**config.mk**
```make
export PLATFORM = sky130hd
export DESIGN_NAME = fetch_seq
export DESIGN_NICKNAME = d
export VERILOG_FILES = /design/src/rtl/fetch_seq.sv
export SDC_FILE = /design/constraint.sdc
export NUM_CORES = 1
export LEC_CHECK = 0
export CORE_AREA = 4 4 70 72
export CTS_CLUSTER_DIAMETER = 40
export DETAILED_ROUTE_END_ITERATION = 10
export DIE_AREA = 0 0 74 76
export DONT_BUFFER_PORTS = 1
export HOLD_SLACK_MARGIN = 0.08
export PLACE_DENSITY = 0.69
export SKIP_LAST_GASP = 1
export SLEW_MARGIN = 20
export SYNTH_ARGS = -nofsm -noshare
export SYNTH_HDL_FRONTEND = slang
export SYNTH_SLANG_ARGS = --single-unit
```
**constraint.sdc**
```tcl
create_clock -name clk -period 6.3 [get_ports clk]
set_input_delay 1.26 -clock clk [delete_from_list [all_inputs] [get_ports clk]]
set_output_delay 1.26 -clock clk [all_outputs]
set_load 0.005 [all_outputs]
```
**src/rtl/fetch_seq.sv**
```systemverilog
// Fetch sequencer: selects the next PC, drives IFU write enable and IF/ID flush,
// and tracks whether the core is running an exception handler.
module fetch_seq #(
  parameter logic [31:0] RESET_PC  = 32'h0000_3000,
  parameter logic [31:0] EXC_ENTRY = 32'h0000_4180,
  parameter int          CNT_W     = 8
) (
  input  logic             clk,
  input  logic             reset,
  input  logic             stall,
  input  logic [31:0]      F_pc,
  input  logic             D_branch,
  input  logic             D_redirect,
  input  logic [31:0]      D_target,
  input  logic             D_eret,
  input  logic [31:0]      EPC,
  input  logic             Req,
  output logic [31:0]      npc,
  output logic             pc_en,
  output logic             FD_flush,
  output logic             F_bd,
  output logic             in_handler,
  output logic [CNT_W-1:0] exc_cnt
);

  typedef enum logic [1:0] {
    RUN     = 2'b00,
    HANDLER = 2'b01
  } state_t;

  localparam logic [CNT_W-1:0] CNT_ONE = {{(CNT_W-1){1'b0}}, 1'b1};

  // The IFU owns the PC itself; these only reject nonsensical configurations.
  generate
    if (RESET_PC[1:0] != 2'b00) begin : g_bad_reset_pc
      $error("fetch_seq: RESET_PC must be word aligned");
    end
    if (EXC_ENTRY[1:0] != 2'b00) begin : g_bad_exc_entry
      $error("fetch_seq: EXC_ENTRY must be word aligned");
    end
    if (CNT_W < 1) begin : g_bad_cnt_w
      $error("fetch_seq: CNT_W must be at least 1");
    end
  endgenerate

  state_t           state_reg;
  logic             in_handler_reg;
  logic [CNT_W-1:0] exc_cnt_reg;
  logic [31:0]      npc_next;

  always_comb begin
    npc_next = F_pc + 32'd4;
    if (Req) begin
      npc_next = EXC_ENTRY;
    end else if (D_eret) begin
      npc_next = EPC + 32'd4;
    end else if (D_redirect) begin
      npc_next = D_target;
    end
  end

  // Pipeline controls are forced quiet while reset is held; npc still tracks its inputs.
  assign npc      = npc_next;
  assign pc_en    = reset & (Req | ~stall);
  assign FD_flush = reset & Req;
  assign F_bd     = reset & D_branch & ~Req;

  always_ff @(posedge clk) begin
    if (!reset) begin
      state_reg      <= RUN;
      in_handler_reg <= 1'b0;
      exc_cnt_reg    <= '0;
    end else begin
      if (Req && (exc_cnt_reg != '1)) begin
        exc_cnt_reg <= exc_cnt_reg + CNT_ONE;
      end
      case (state_reg)
        RUN: begin
          if (Req) begin
            state_reg      <= HANDLER;
            in_handler_reg <= 1'b1;
          end
        end
        HANDLER: begin
          // A stalled eret waits in HANDLER; a new Req always keeps us here.
          if (!Req && D_eret && !stall) begin
            state_reg      <= RUN;
            in_handler_reg <= 1'b0;
          end
        end
        default: begin
          state_reg      <= RUN;
          in_handler_reg <= 1'b0;
        end
      endcase
    end
  end

  assign in_handler = in_handler_reg;
  assign exc_cnt    = exc_cnt_reg;

endmodule

```
==> metrics.txt <==
Synth Flop Type dfxtp_1; GRT Util Overall 25.86%; I/O Buffers 0; CTS H-tree depth 1; Initial Utilization 53.47%; post-CTS sizing 0; CP peak stage delay 0.66 ns; largest net degree at the start of global routing 39; chip width 74 um; layout cells sized above 1 4.923%; Clock Latency Late Sink 0.24 ns; number of synthesized flops with an enable pin 0; Worst EP required 5.04 ns; CTS tree done; Final Max Slew Viols 0; fmax 226.2 MHz; max cap viols 0; Post-Syn Nets 443; Setup crit end kind output pin; Post-CTS Setup Inserts 0; Area contributors post-synth xnor2_1 10%, xor2_1 8.8%, dfxtp_1 7.8%; ys async rst share 0%; core area 4294 um2; top-area cell type share of the netlist area 10.30%; Cell variety after synth a little over 50; DRC 0; max FFs per register 8; Die Y 76 um; setup_tns 0 ns; Power, Total 208.4 uW; Syn Std Cell Area around 2300 um2; post-synthesis sequential area ratio 7.847%; met2 usage a little over two fifths; vias 2562; Hold Crit Class register to register; initial antenna violation count 0; root buffer cell clkbuf_8; DR vias/cell 6.796; dpl hpwl approximately 6.4 mm; routed length per instance 20.70 um; first-pass GRT wire length approximately 12 mm; Core Util, Final 54.43%; global routing usage on met3 9.894%; synthesized instance count 337; RSZ-0062 raised after global routing no; Final period util 70.18%; Core Rows 24; Worst Path Max Fanout 13; status finished clean; Total Routed Length 7.804 mm; First-pass DRT Iterations 6; GP Congestion 0.8588; met1 GRT Util 30.23%; Clock Tree Buf Depth 2; area growth from synthesis to layout 1.798%; leading area contributor after synthesis xnor2_1; area of placed instances 2292 um2; kind of critical path primary input to output pin; CP Launch Type primary input; Mapped Avg Cell Area 6.813 um2; nets 432; slowest CP cell or4_4; ant diodes 0; DRT antenna net count 0; setup violators final 0; CTS Buf Count 3; final hold vios 0; min Tclk post-route 4.421 ns; power per cell area 89.17 nW/um2; Max transition margin 42.20%; vias in the first global route between 2000 and 2500; register bit total from synthesis 9; Post-CTS Hold Fix Bufs 0; YS warnings 0; grt peak-use layer met2; Worst-path clk slew 0.04 ns; design area between 2000 and 2500 um2; VDD IR-drop max 0.00006592 V; grt total ovfl 0; io pins 147; Detailed Route Iter0 Violations approximately 110; Fin Hold WS 0.5064 ns; critical path cell sequence ha_1, nand3_4, or4_4, or3_1, and3_1, a211oi_1; leak pwr 0.7195 nW; area of the die about 5600 um2; CP Data Arrival Time 3.16 ns; Clock Skews about 0.0031 ns; clock tree sinks 9; Least-Margin Pin Slew 0.8639 ns
layer usage:
metal / up-vias / share of wire [%]
met5: - / 0
met4: 0 / 2.1
met3: 11 / 13
met2: 143 / 49
met1: 1162 / 36
li1: 1246 / -
power breakdown:
group / total, mW / switching (mW) / leakage (nW) / internal, mW
clock network: 0.0683 / 0.0241 / 0.0228 / 0.0442
logic: 0.0789 / 0.0438 / 0.624 / 0.0351
registers: 0.0613 / 0.00223 / 0.0732 / 0.0590
per-stage QoR:
step | cells | setup slack (ns)
2_1_floorplan | 337 | 2.152
5_1_grt | 377 | 1.854
3_5_place_dp | 373 | 1.903
6_report | 377 | 1.879
3_3_place_gp | 373 | 1.919
4_1_cts | 377 | 1.898
critical path, delay by kind of cell:
kind,cells,cell delay (ns)
AND/OR/NAND/NOR,4,1.34
AO/OA/AOI/OAI,1,0.35
adder cells (fa/ha/maj),1,0.21
synth_stat cells, types with 7 or more instances:
cell type / count
a211oi_1: 12
and2_1: 8
and3_1: 11
clkbuf_1: 12
dfxtp_1: 9
inv_1: 7
nand2_1: 29
nand3_1: 23
nand4_1: 19
nor2_1: 29
nor3_1: 12
o21ai_0: 24
o22ai_1: 10
xnor2_1: 27
xor2_1: 23
area by class of cell:
cell class	instances	area, um2
multi-input combinational	304	2017
sequential	9	180.2
tap	52	65.06
fill	447	1957
inverter	8	30.03
clock buffer	4	45.04
cells in the final DEF, fill, tap and decap left out, drive strengths merged, types with 7 or more instances in the layout:
cell type | Yosys | routed
nand3 | 25 | 25
nor4 | 10 | 10
o22ai | 10 | 10
xor2 | 23 | 23
a211oi | 12 | 12
inv | 7 | 7
xnor2 | 27 | 27
dfxtp | 9 | 9
nor3 | 14 | 14
and3 | 11 | 11
nand2 | 29 | 29
and2 | 8 | 8
nor2 | 29 | 29
nand4 | 21 | 21
o21ai | 24 | 24
final timing paths:
kind	from	end	slack, ns	cells past startpoint
min	in_handler$_SDFFE_PN0P_	in_handler$_SDFFE_PN0P_	0.51	2
max reg2reg	exc_cnt[0]$_SDFFE_PN0P_	exc_cnt[4]$_SDFFE_PN0P_	4.33	6
min reg2reg	in_handler$_SDFFE_PN0P_	in_handler$_SDFFE_PN0P_	0.51	2
max	F_pc[2]	npc[18]	1.88	6
kinds of logic (layout without fill, tap and decap cells):
| kind of cell | Yosys count | count (layout) | share of synthesized area [%] |
|---|---|---|---|
| fa+ha+maj | 3 | 3 | 1.635 |
| simple gates | 168 | 168 | 42.23 |
| flops | 9 | 9 | 7.847 |
| mux | 6 | 6 | 2.616 |
| xor+xnor | 50 | 50 | 19.07 |
| compound gates | 77 | 77 | 22.29 |
| buf+inv | 24 | 12 | 4.305 |
(Power assumes the default switching activity.)
